[src/rtl/dmem_access_ctrl.sv]
// MEM-stage load/store sequencer for a variable-latency req/ready data memory.
// Builds byte strobes, replicates store data, extends load data, stalls the pipe and flags bad accesses.
module dmem_access_ctrl #(
   parameter int unsigned TIMEOUT = 16,
   parameter int unsigned CNT_W   = 8
) (
   input  logic        clk,
   input  logic        rst_n,
   input  logic        MemRead,
   input  logic        MemWrite,
   input  logic [2:0]  Funct3,
   input  logic [31:0] Addr,
   input  logic [31:0] WrData,
   output logic        Stall,
   output logic [31:0] RdData,
   output logic        Done,
   output logic        Err,
   output logic        mem_req,
   output logic        mem_we,
   output logic [31:0] mem_addr,
   output logic [3:0]  mem_be,
   output logic [31:0] mem_wdata,
   input  logic [31:0] mem_rdata,
   input  logic        mem_ready
);

   localparam logic [CNT_W-1:0] CNT_LAST = CNT_W'(TIMEOUT - 1);

   typedef enum logic [1:0] {
      IDLE = 2'd0,
      BUSY = 2'd1,
      DONE = 2'd2
   } state_t;

   state_t           state_q, state_d;
   logic [CNT_W-1:0] cnt_q, cnt_d;
   logic             done_q, done_d;
   logic             err_q, err_d;
   logic [31:0]      rd_q, rd_d;
   logic             req_q, req_d;
   logic             we_q, we_d;
   logic [31:0]      addr_q, addr_d;
   logic [3:0]       be_q, be_d;
   logic [31:0]      wdata_q, wdata_d;
   logic [2:0]       f3_q, f3_d;
   logic [1:0]       off_q, off_d;
   logic             stall_c;

   logic             is_load, is_store, size_ok, aligned, access_ok, access_bad;
   logic [3:0]       be_c;
   logic [31:0]      wdata_c;

   // Extend the selected byte/half of the returned word according to the latched access size.
   function automatic logic [31:0] load_ext(input logic [2:0] f3, input logic [1:0] off,
                                            input logic [31:0] d);
      logic [7:0]  b;
      logic [15:0] h;
      logic [31:0] r;
      case (off)
         2'd0:    b = d[7:0];
         2'd1:    b = d[15:8];
         2'd2:    b = d[23:16];
         default: b = d[31:24];
      endcase
      h = off[1] ? d[31:16] : d[15:0];
      case (f3)
         3'b000:  r = {{24{b[7]}}, b};
         3'b001:  r = {{16{h[15]}}, h};
         3'b100:  r = {24'd0, b};
         3'b101:  r = {16'd0, h};
         default: r = d;
      endcase
      return r;
   endfunction

   // Classify the instruction currently presented by EX/MEM.
   always_comb begin
      is_load  = MemRead & ~MemWrite;
      is_store = MemWrite & ~MemRead;
      if (is_load)
         size_ok = Funct3 inside {3'b000, 3'b001, 3'b010, 3'b100, 3'b101};
      else
         size_ok = Funct3 inside {3'b000, 3'b001, 3'b010};
      case (Funct3[1:0])
         2'b01:   aligned = ~Addr[0];
         2'b10:   aligned = (Addr[1:0] == 2'b00);
         default: aligned = 1'b1;
      endcase
      access_ok  = (is_load | is_store) & size_ok & aligned;
      access_bad = (MemRead & MemWrite) | ((is_load | is_store) & ~(size_ok & aligned));
      case (Funct3[1:0])
         2'b00:   begin be_c = 4'b0001 << Addr[1:0]; wdata_c = {4{WrData[7:0]}};  end
         2'b01:   begin be_c = 4'b0011 << Addr[1:0]; wdata_c = {2{WrData[15:0]}}; end
         default: begin be_c = 4'b1111;              wdata_c = WrData;             end
      endcase
   end

   // Next-state and next-output logic.
   always_comb begin
      state_d = state_q;
      cnt_d   = cnt_q;
      done_d  = 1'b0;
      err_d   = 1'b0;
      rd_d    = rd_q;
      req_d   = req_q;
      we_d    = we_q;
      addr_d  = addr_q;
      be_d    = be_q;
      wdata_d = wdata_q;
      f3_d    = f3_q;
      off_d   = off_q;
      stall_c = 1'b0;
      case (state_q)
         IDLE: begin
            if (access_ok) begin
               stall_c = 1'b1;
               req_d   = 1'b1;
               we_d    = is_store;
               addr_d  = {Addr[31:2], 2'b00};
               be_d    = be_c;
               wdata_d = is_store ? wdata_c : 32'd0;
               f3_d    = Funct3;
               off_d   = Addr[1:0];
               cnt_d   = '0;
               state_d = BUSY;
            end else if (access_bad) begin
               done_d  = 1'b1;
               err_d   = 1'b1;
               rd_d    = 32'd0;
               state_d = DONE;
            end
         end
         BUSY: begin
            stall_c = 1'b1;
            cnt_d   = cnt_q + CNT_W'(1);
            // A ready on the last counted cycle still completes normally.
            if (mem_ready || (cnt_q == CNT_LAST)) begin
               done_d  = 1'b1;
               err_d   = ~mem_ready;
               rd_d    = (mem_ready && !we_q) ? load_ext(f3_q, off_q, mem_rdata) : 32'd0;
               req_d   = 1'b0;
               we_d    = 1'b0;
               addr_d  = 32'd0;
               be_d    = 4'd0;
               wdata_d = 32'd0;
               cnt_d   = '0;
               state_d = DONE;
            end
         end
         DONE: begin
            state_d = IDLE;
         end
         default: begin
            state_d = IDLE;
         end
      endcase
   end

   always_ff @(posedge clk or negedge rst_n) begin
      if (!rst_n) begin
         state_q <= IDLE;
         cnt_q   <= '0;
         done_q  <= 1'b0;
         err_q   <= 1'b0;
         rd_q    <= 32'd0;
         req_q   <= 1'b0;
         we_q    <= 1'b0;
         addr_q  <= 32'd0;
         be_q    <= 4'd0;
         wdata_q <= 32'd0;
         f3_q    <= 3'd0;
         off_q   <= 2'd0;
      end else begin
         state_q <= state_d;
         cnt_q   <= cnt_d;
         done_q  <= done_d;
         err_q   <= err_d;
         rd_q    <= rd_d;
         req_q   <= req_d;
         we_q    <= we_d;
         addr_q  <= addr_d;
         be_q    <= be_d;
         wdata_q <= wdata_d;
         f3_q    <= f3_d;
         off_q   <= off_d;
      end
   end

   // Stall is the only combinational output; it must not assert while reset is held.
   assign Stall     = stall_c & rst_n;
   assign RdData    = rd_q;
   assign Done      = done_q;
   assign Err       = err_q;
   assign mem_req   = req_q;
   assign mem_we    = we_q;
   assign mem_addr  = addr_q;
   assign mem_be    = be_q;
   assign mem_wdata = wdata_q;

endmodule

[config.mk]
export PLATFORM = sky130hd
export DESIGN_NAME = dmem_access_ctrl
export DESIGN_NICKNAME = d
export VERILOG_FILES = /design/src/rtl/dmem_access_ctrl.sv
export SDC_FILE = /design/constraint.sdc
export NUM_CORES = 1
export LEC_CHECK = 0
export CAP_MARGIN = 20
export CORE_MARGIN = 1
export CORE_UTILIZATION = 45
export CTS_CLUSTER_SIZE = 12
export DETAILED_ROUTE_END_ITERATION = 16
export GPL_TIMING_DRIVEN = 0
export MAX_ROUTING_LAYER = met4
export PLACE_DENSITY = 0.81
export RECOVER_POWER = 100
export SYNTH_ARGS = -nofsm -noshare
export SYNTH_HDL_FRONTEND = slang
export SYNTH_SLANG_ARGS = --single-unit
[constraint.sdc]
create_clock -name clk -period 2.43 [get_ports clk]
set_input_delay 0.486 -clock clk [delete_from_list [all_inputs] [get_ports clk]]
set_output_delay 0.486 -clock clk [all_outputs]
set_load 0.1 [all_outputs]
# ---- Word-level counts from Yosys, hierarchy flattened
# Index checks and enable logic that the tools add are counted.
dict set report word_totals {
  ff_bits 119
  latch_bits 0
  ram_bits 0
  romBits 0
  input_bits 104
  out_inout_bits 105
  wordCells 106
  n_memories 0
}
dict set report op_classes {
  add_sub_neg 1
  mul 0
  div_mod_pow 0
  order_cmp 0
  n_eq_ne 18
  n_shift 2
  muxes 41
  n_bitwise 15
  reduce_logical 17
}
# operator count
set ops {}
lappend ops {{two-way mux 32 bit} 8}
lappend ops {{one-hot mux 32 bit (2 select lines)} 4}
lappend ops {{one-hot mux 32 bit (4 select lines)} 1}
lappend ops {{one-hot mux 8 bit (3 select lines)} 1}
lappend ops {{two-way mux 16 bit} 1}
lappend ops {{two-way mux 8 bit} 2}
lappend ops {{one-hot mux 4 bit (2 select lines)} 2}
lappend ops {{one-hot mux 8 bit (2 select lines)} 1}
lappend ops {{equality test 3 bit (second input constant)} 4}
lappend ops {{one-hot mux 1 bit (2 select lines)} 6}
lappend ops {{two-way mux 1 bit} 9}
lappend ops {{adder 8 x 1 -> 8 bit (second input constant)} 1}
lappend ops {{AND 1 bit} 8}
lappend ops {{equality test 8 x 4 -> 1 bit (second input constant)} 1}
lappend ops {{logical NOT 2 bit} 4}
lappend ops {{two-way mux 4 bit} 2}
lappend ops {{!= test 2 bit (second input constant)} 4}
lappend ops {{equality test 2 x 1 -> 1 bit (second input constant)} 3}
lappend ops {{equality test 3 x 1 -> 1 bit (second input constant)} 2}
lappend ops {{logical NOT 3 bit} 2}
lappend ops {{two-way mux 2 bit} 3}
lappend ops {{AND reduction 2 bit} 3}
lappend ops {{inverter 1 bit} 5}
lappend ops {{nonzero test 5 bit} 1}
lappend ops {{other kinds (14)} 16}

# ---- Logic depth before layout (Yosys ltp)
# Gate-level depths: netlist (run 1).
dict set report logic_depth {
  depth_word 10
  depth_mapped 10
  ltp_nobuf 7
}

# ---- Least setup slack after synthesis (run 1)
# Ideal clock, no wire load.
dict set report synth_path {
  path_kind {in2out}
  startpoint {input Funct3[1]}
  endpoint {output Stall}
  arrival_time_ns 3.785
  required_ns 1.944
  setup_slack_ns -1.841
  cell_stages 8
  cell_sequence {inv_1 > ha_1 > buf_2 > o41ai_1 > a21oi_1 > o21ai_1 > a21o_1 > nor3b_1}
}
dict set report synth_between {
  elab_chain_cells 8
}
# element line_no
set synth_lines {}
lappend synth_lines {{start, declared} 11} ;# input logic [2:0] Funct3,
lappend synth_lines {{equality test 3 x 1 -> 1 bit, or another cell as far along} {81, 83}}
lappend synth_lines {{nonzero test 5 bit / nonzero test 3 bit (equally long branches)} {81, 83}}
lappend synth_lines {{two-way mux 1 bit} 80} ;# if (is_load)
lappend synth_lines {{AND 1 bit} 89} ;# access_ok = (is_load | is_store) & size_ok & aligned;
lappend synth_lines {{AND 1 bit *} 89}
lappend synth_lines {{two-way mux 1 bit *} 115} ;# if (access_ok) begin
lappend synth_lines {{one-hot mux 1 bit (2 select lines) *} 113} ;# case (state_q)
lappend synth_lines {{AND 1 bit *} 190} ;# assign Stall = stall_c & rst_n;
lappend synth_lines {{end, declared} 14} ;# output logic Stall,
# Every way passes the cells marked *; elsewhere a longest branch is shown, timed or not.

# ---- Final worst setup path (run 1)
dict set report layout_path {
  startpoint {register be_q[0] (netlist: mem_be[0])}
  endpoint {output mem_be[0]}
}
# element line_no
set layout_lines {}
lappend layout_lines {{start, declared} 43} ;# logic [3:0] be_q, be_d;
lappend layout_lines {{start signal, assigned} 169} ;# be_q <= 4'd0;
lappend layout_lines {{start signal, assigned} 182} ;# be_q <= be_d;
lappend layout_lines {{end, declared} 21} ;# output logic [3:0] mem_be,
# No word-level cell between the ends.

==> summary.txt, run 1 <==
Floorplan
  – Full die area: 13,300 µm²
  – Die Span Y: 115 µm
  – Die X: 115 µm
  – Row Count: 41
  – Initial Util: 46.0%
  – I/O pins: 209
  – Core Area: 12,600 µm²

STA
  – Least-Margin Pin Slew: 1.25 ns
  – Period Utilization, post-route: 99.0%
  – TNS Setup: 0 ns
  – Final Max Slew Viols: 0
  – RSZ-0062 raised after global routing: yes
  – Worst setup margin: 0.0251 ns
  – Slew Limit Headroom: 16.7%
  – Worst Clk Skew: 0.00473 ns
  – Setup violators final: 0
  – Final min period: 2.40 ns
  – Fin. Hold Viols: 0
  – Fmax: 416 MHz

Power
  – Internal Pwr Total: 5.31 mW
  – Combinational Power Share: 54.0%
  – Peak supply drop: 0.969 mV
  – Cell Pwr Density: 1340 nW/µm²
  – Switching power: 6.03 mW
  – Register share of total power: 25.0%
  – Switch share: 53.2%
  – Clk pwr share: 21.0%
  – Pleak: 3.78 nW

Placement
  – Placer Congestion: 0.892
  – Port bufs: 206
  – Cells after DPL: 984
  – Post-DP HPWL: 13,300 µm
  – Dpl ws: -1.61 ns

CTS
  – Clock latency on the worst-skew pair: 0.41 ns
  – CTS tree: done
  – Htree depth: 4
  – Post-CTS Hold Buffers: 0
  – CTS Root Cell: clkbuf_16
  – CTS max path bufs: 2
  – Clock slew at reported path FFs: 0.05 ns
  – Clock sink count: 117
  – Num CTS Buffers: 17

Critical path
  – CP Capture Type: output pin
  – Critical path data required time: 1.94 ns
  – Worst R2R End: mem_addr[25]
  – Setup CP Type: reg -> out
  – FF-to-FF path depth: 7
  – Bufs and invs on worst path: 1
  – R2R setup slack: 0.07 ns
  – Critical-path cell list: clkdlybuf4s50_1
  – Reg-to-reg startpoint: cnt_q[4]
  – Critical path's slowest cell: clkdlybuf4s50_1
  – CP peak stage delay: 1.17 ns
  – WP data arrival: 1.92 ns
  – Type of origin of the critical path: flop
  – Worst-path maximum fanout: 2
  – Largest delay share family, worst path: buffers and inverters

GRT
  – Initial antenna violation count: 2
  – Vias in the first global route: 5,503
  – Gr usage total: 28.7%
  – Gr ovfl total: 0
  – First-pass GRT wire length: 27,900 µm
  – Pin count of the biggest net entering global routing: 64

Logic synthesis
  – Cells after synthesis: 604
  – Number of synthesized flops with an enable pin: 0
  – Synth Flop Type: dfrtp_1
  – Ys async rst share: 100%
  – Syn avg cell area: 9.58 µm²
  – Sequential area share after synthesis: 50.6%
  – Netlist cell types: 48
  – Post-synthesis register bit count: 117
  – Post-Syn Area: 5790 µm²
  – Synth warn: 0

Min path
  – Worst min path class: in -> async

Route
  – DRC Markers: 0
  – Via density: 5.46
  – Iter 0 DRT Violations: 459
  – Routed Antenna Nets: 0
  – DR WL/cell: 17.7 µm
  – First-pass iteration count of the detailed router: 5
  – Vias: 5,571
  – Detailed Route WL: 18,000 µm

Status
  – Status: completed

Final layout
  – Nets@finish: 947
  – Final cell count without fillers: 1,020
  – P&R area growth vs syn: 46.0%
  – Share of layout cells above drive strength 1: 11.7%

Job
  – Max-cap violations: 0
[worst max-delay path by stage]
stage | start | to | slack [ns] | cells after the start
finish | mem_be[0] | mem_be[0] | 0.03 | 1
global route | Funct3[0] | Stall | -0.03 | 9
CTS | Funct3[0] | Stall | -0.03 | 10
detailed placement | Funct3[1] | Stall | -1.61 | 8
global placement | rst_n | Stall | -4.59 | 3
floorplan | Funct3[1] | Stall | -0.21 | 8
[kinds of logic (layout without fill, tap and decap cells)]
| logic type | count (synthesis) | count (layout) | share of synthesized area [%] |
|---|---|---|---|
| buf+inv | 59 | 300 | 4.78 |
| simple gates | 256 | 256 | 20.7 |
| mux | 25 | 25 | 4.87 |
| flops | 117 | 117 | 50.6 |
| other cells | 1 | 4 | 0.0648 |
| fa+ha+maj | 9 | 9 | 1.95 |
| xor+xnor | 1 | 1 | 0.151 |
| compound gates | 136 | 136 | 16.9 |
[area by class of cell]
cell class                      instances  area [µm²]
Buffer                                 46         210
Fill cell                            1054        4120
Tap cell                              172         215
Clock buffer                           28         527
Antenna cell                            2        5.00
Timing Repair Buffer                  211        1790
Inverter                               12        66.3
Clock inverter                          3        40.0
Sequential cell                       117        2930
Multi-Input combinational cell        429        2670
[synth_stat cells (2+ instances only)]
| library cell | number | area (µm²) |
|---|---|---|
| a22oi_1 | 8 | 60.1 |
| a21boi_0 | 8 | 60.1 |
| ha_1 | 9 | 113 |
| a32o_1 | 8 | 80.1 |
| nand2_1 | 109 | 409 |
| inv_1 | 12 | 45.0 |
| mux2i_1 | 2 | 20.0 |
| o2bb2ai_1 | 7 | 61.3 |
| clkbuf_1 | 24 | 90.1 |
| mux2_2 | 22 | 248 |
| a22o_4 | 2 | 35.0 |
| buf_2 | 14 | 70.1 |
| buf_1 | 3 | 11.3 |
| and3_1 | 4 | 25.0 |
| nor2b_1 | 3 | 18.8 |
| a31oi_1 | 2 | 12.5 |
| a22o_1 | 18 | 158 |
| a21oi_1 | 12 | 60.1 |
| o21a_1 | 4 | 30.0 |
| dfrtp_1 | 117 | 2930 |
| nor2_1 | 13 | 48.8 |
| nand3_1 | 85 | 425 |
| o21ai_0 | 53 | 265 |
| buf_6 | 4 | 45.0 |
| buf_4 | 2 | 15.0 |
| nor3_1 | 4 | 20.0 |
| o21ai_1 | 2 | 10.0 |
| nand2b_1 | 33 | 206 |
[timing repair]
item,4_1_cts,5_1_grt
pin swaps,3,2
endpoints found under the setup margin,90,35
cloned,0,0
buffers inserted,4,0
gates resized for setup,55,34
[state kept, by name (all words and copies together), names as in the netlist]
register	flops
f3_q	3
Done	1
off_q	2
state_q	2
mem_req	1
mem_be	4
mem_wdata	32
mem_addr	30
mem_we	1
RdData	32
cnt_q	8
Err	1
[metrics by stage]
step	cell area [µm²]	hold WS (ns)	utilization (%)	total power [mW]
final	8450	0.0302	67.2	11.3
after global routing	8450	0.0684	67.2	11.8
after CTS	8790	0.0433	69.9	11.6
after detailed placement	8190	0.464	65.2	9.25
after global placement	8160	0.463	64.9	9.14
after floorplan	5880	0.190	-	7.56
[power groups by stage]
stage               Clock (mW)  Combinational, mW  Sequential [mW]
finish                    2.39               6.12             2.83
global route              2.51               6.38             2.88
CTS                       2.42               6.39             2.83
detailed placement           0               6.40             2.85
global placement             0               6.31             2.83
floorplan                    0               1.30             6.26
[per-layer routing]
layer / share of wire, % / track usage [%] / vias to the layer above
met4: 2.6 / 11.5 / 0
met2: 50 / 47.0 / 214
met1: 42 / 34.4 / 2747
met3: 6.0 / 6.22 / 40
li1: - / - / 2570
met5: 0 / - / -
[cell usage in the layout (no fill, tap or decap), drive strengths merged, types with 4 or more instances in the layout]
cell type      count
nor2              14
nor3               4
mux2              22
inv               12
clkbuf           114
a21boi             9
a32o               8
a21oi             13
clkdlybuf4s50    144
buf               23
nand3             85
dfrtp            117
a22oi              8
and3               4
o21ai             57
ha                 9
nand2            109
a22o              20
o21a               4
nand2b            33
o2bb2ai            7
No activity file was read; power rests on OpenSTA's default activity.
==> inputs of run 2 (changes only) <==
Settings changed: CAP_MARGIN 20 to unset.
Clock period 2.43 ns to 2.7 ns, I/O delays scaled along.
==> summary.txt, run 2 (synthesis results as in run 1) <==
Floorplan
  – Row Count: 41 (unchanged)
  – Die Span Y: 115 µm (unchanged)
  – Core Area: 12,600 µm² (unchanged)
  – Die X: 115 µm (unchanged)
  – Initial Util: 46.0% (unchanged)
  – Full die area: 13,300 µm² (unchanged)
  – I/O pins: 209 (unchanged)

Critical path
  – CP peak stage delay: 0.35 ns (was 1.17 ns)
  – CP Capture Type: output pin (unchanged)
  – Critical path data required time: 2.16 ns (was 1.94 ns)
  – Worst-path maximum fanout: 10 (was 2)
  – FF-to-FF path depth: 7 (unchanged)
  – Cell count along the critical path: 10 (was 1)
  – Type of origin of the critical path: input pin (was flop)
  – Critical-path cell list: buf_2 -> inv_16 -> ha_1 -> buf_6 -> o41ai_2 -> a21oi_2 -> o21ai_4 -> a21o_1 -> nor3b_4 -> buf_12 (was clkdlybuf4s50_1)
  – Largest delay share family, worst path: compound AO/OA/AOI/OAI gates (was buffers and inverters)
  – WP data arrival: 2.11 ns (was 1.92 ns)
  – R2R setup slack: 0.17 ns (was 0.07 ns)
  – Bufs and invs on worst path: 4 (was 1)
  – Critical path's slowest cell: o41ai_2 (was clkdlybuf4s50_1)
  – Setup CP Type: in -> out (was reg -> out)

GRT
  – Vias in the first global route: 5,496 (was 5,503)
  – First-pass GRT wire length: 27,900 µm (about the same)
  – Initial antenna violation count: 1 (was 2)
  – Gr ovfl total: 0 (unchanged)
  – Gr usage total: 28.6% (was 28.7%)
  – Pin count of the biggest net entering global routing: 64 (unchanged)

Route
  – Iter 0 DRT Violations: 464 (was 459)
  – Vias: 5,555 (was 5,571)
  – Routed Antenna Nets: 0 (unchanged)
  – DRC Markers: 0 (unchanged)
  – Via density: 5.45 (was 5.46)
  – Detailed Route WL: 17,900 µm (was 18,000 µm)
  – DR WL/cell: 17.6 µm (was 17.7 µm)
  – First-pass iteration count of the detailed router: 5 (unchanged)

CTS
  – Post-CTS Hold Buffers: 0 (unchanged)
  – Clock sink count: 117 (unchanged)
  – CTS max path bufs: 2 (unchanged)
  – Clock slew at reported path FFs: 0.05 ns (about the same)
  – Htree depth: 4 (unchanged)
  – CTS tree: done (unchanged)
  – CTS Root Cell: clkbuf_16 (unchanged)
  – Num CTS Buffers: 17 (unchanged)
  – Clock latency on the worst-skew pair: 0.42 ns (was 0.41 ns)

Job
  – Max-cap violations: 0 (unchanged)

Final layout
  – Fillers: 980 (was 1,054)
  – P&R area growth vs syn: 51.3% (was 46.0%)
  – Multi-input gate area: 2630 µm² (was 2670 µm²)
  – Nets@finish: 947 (unchanged)
  – Final cell count without fillers: 1,019 (was 1,020)
  – Commonest cells after routing, fill and taps aside: dfrtp_1 (117), nand2_1 (109), dlygate4sd3_1 (103), clkdlybuf4s50_1 (96), nand3_1 (85) (was clkdlybuf4s50_1 (144), dfrtp_1 (117), nand2_1 (109), clkbuf_1 (86), nand3_1 (85))
  – Final core utilization: 69.6% (was 67.2%)
  – Design area: 8750 µm² (was 8450 µm²)
  – Register area: 2930 µm² (unchanged)
  – Share of layout cells above drive strength 1: 11.0% (was 11.7%)
  – Most common cell after layout, fill and taps aside: dfrtp_1 (was clkdlybuf4s50_1)

STA
  – Slew Limit Headroom: 30.8% (was 16.7%)
  – Period Utilization, post-route: 98.2%
  – Worst setup margin: 0.0490 ns (was 0.0251 ns)
  – Worst Clk Skew: 0.00601 ns (was 0.00473 ns)
  – Final Max Slew Viols: 0 (unchanged)
  – Fmax: 377 MHz
  – Fin. Hold Viols: 0 (unchanged)
  – TNS Setup: 0 ns (unchanged)
  – Setup violators final: 0 (unchanged)
  – RSZ-0062 raised after global routing: no (was yes)
  – Final min period: 2.65 ns
  – Least-Margin Pin Slew: 1.03 ns (was 1.25 ns)
  – Hold slack: 0.0753 ns (was 0.0302 ns)

Power
  – Clk pwr share: 20.9% (was 21.0%)
  – Combinational Power Share: 54.6% (was 54.0%)
  – Overall power: 10.3 mW (was 11.3 mW)
  – Switch share: 52.5% (was 53.2%)
  – Internal Pwr Total: 4.88 mW (was 5.31 mW)
  – Pleak: 4.16 nW (was 3.78 nW)
  – Switching power: 5.40 mW (was 6.03 mW)
  – Register share of total power: 24.6% (was 25.0%)
  – Cell Pwr Density: 1180 nW/µm² (was 1340 nW/µm²)
  – Peak supply drop: 0.865 mV (was 0.969 mV)

Placement
  – Port bufs: 206 (unchanged)
  – Cells after DPL: 984 (unchanged)
  – Placed cell area: 8190 µm² (unchanged)
  – Dpl ws: -1.45 ns (was -1.61 ns)
  – Placer Congestion: 0.892 (unchanged)
  – Post-DP HPWL: 13,300 µm (unchanged)

Min path
  – Worst min path class: in -> async (unchanged)

Status
  – Status: completed (unchanged)
==> run 2: changes by cell type in the layout (fill, tap and decap cells not counted), sizes merged <==
cell	previous run	this run
buf	23	21
clkbuf	114	62
clkdlybuf4s15	0	2
clkdlybuf4s50	144	96
diode	2	1
dlygate4sd2	3	0
dlygate4sd3	1	103
dlymetal6s2s	0	1
==> run 2: worst paths after layout <==
check,end,startpoint
min in group clk,mem_req,mem_req
worst max-delay path,Stall,Funct3[1]
worst min-delay path,cnt_q[3],rst_n
worst max register to register,RdData[21],state_q[1]
max in group asynchronous,mem_addr[23],rst_n
worst min register to register,mem_req,mem_req
==> run 2: worst register-to-register path: cells and delay by family, from the launching register on <==
kind / cells / cell delay, ns
AOI/OAI and AO/OA: 2 / 0.89
buffers and inverters: 2 / 0.62
DFF: 1 / 0.47
and+or+nand+nor: 3 / 0.48
==> run 2: final cells by class <==
| type | instances | area share [%] |
|---|---|---|
| clock inverter | 3 | 0.457 |
| sequential | 117 | 33.4 |
| buffer | 47 | 2.59 |
| tap | 172 | 2.46 |
| inverter | 12 | 0.758 |
| antenna | 1 | 0.0286 |
| clock buffer | 28 | 6.02 |
| timing repair buffer | 210 | 24.2 |
| multi-input combinational | 429 | 30.1 |
==> run 2: per-layer routing <==
layer / global-route usage, % / part of all wire [%] / wire length [µm] / vias to the layer above
met2: 46.9 / 49 / 8850 / 201
met5: - / 0 / 0 / -
li1: - / - / - / 2570
met3: 6.54 / 5.8 / 1050 / 42
met4: 11.3 / 3.0 / 530 / 0
met1: 34.1 / 42 / 7510 / 2742
==> run 2: power by group through the flow <==
stage          clock, mW  combinational [mW]  sequential (mW)
4_1_cts             2.17                5.80             2.55
6_report            2.15                5.61             2.53
2_1_floorplan          0                1.17             5.64
3_5_place_dp           0                5.76             2.56
3_3_place_gp           0                5.68             2.54
5_1_grt             2.26                5.84             2.57
==> run 2: repair_timing <==
action                                  in CTS  in global routing
endpoints found under the setup margin       2                  1
gates resized for setup                     22                  5
buffers inserted                             3                  0
pin swaps                                    3                  4
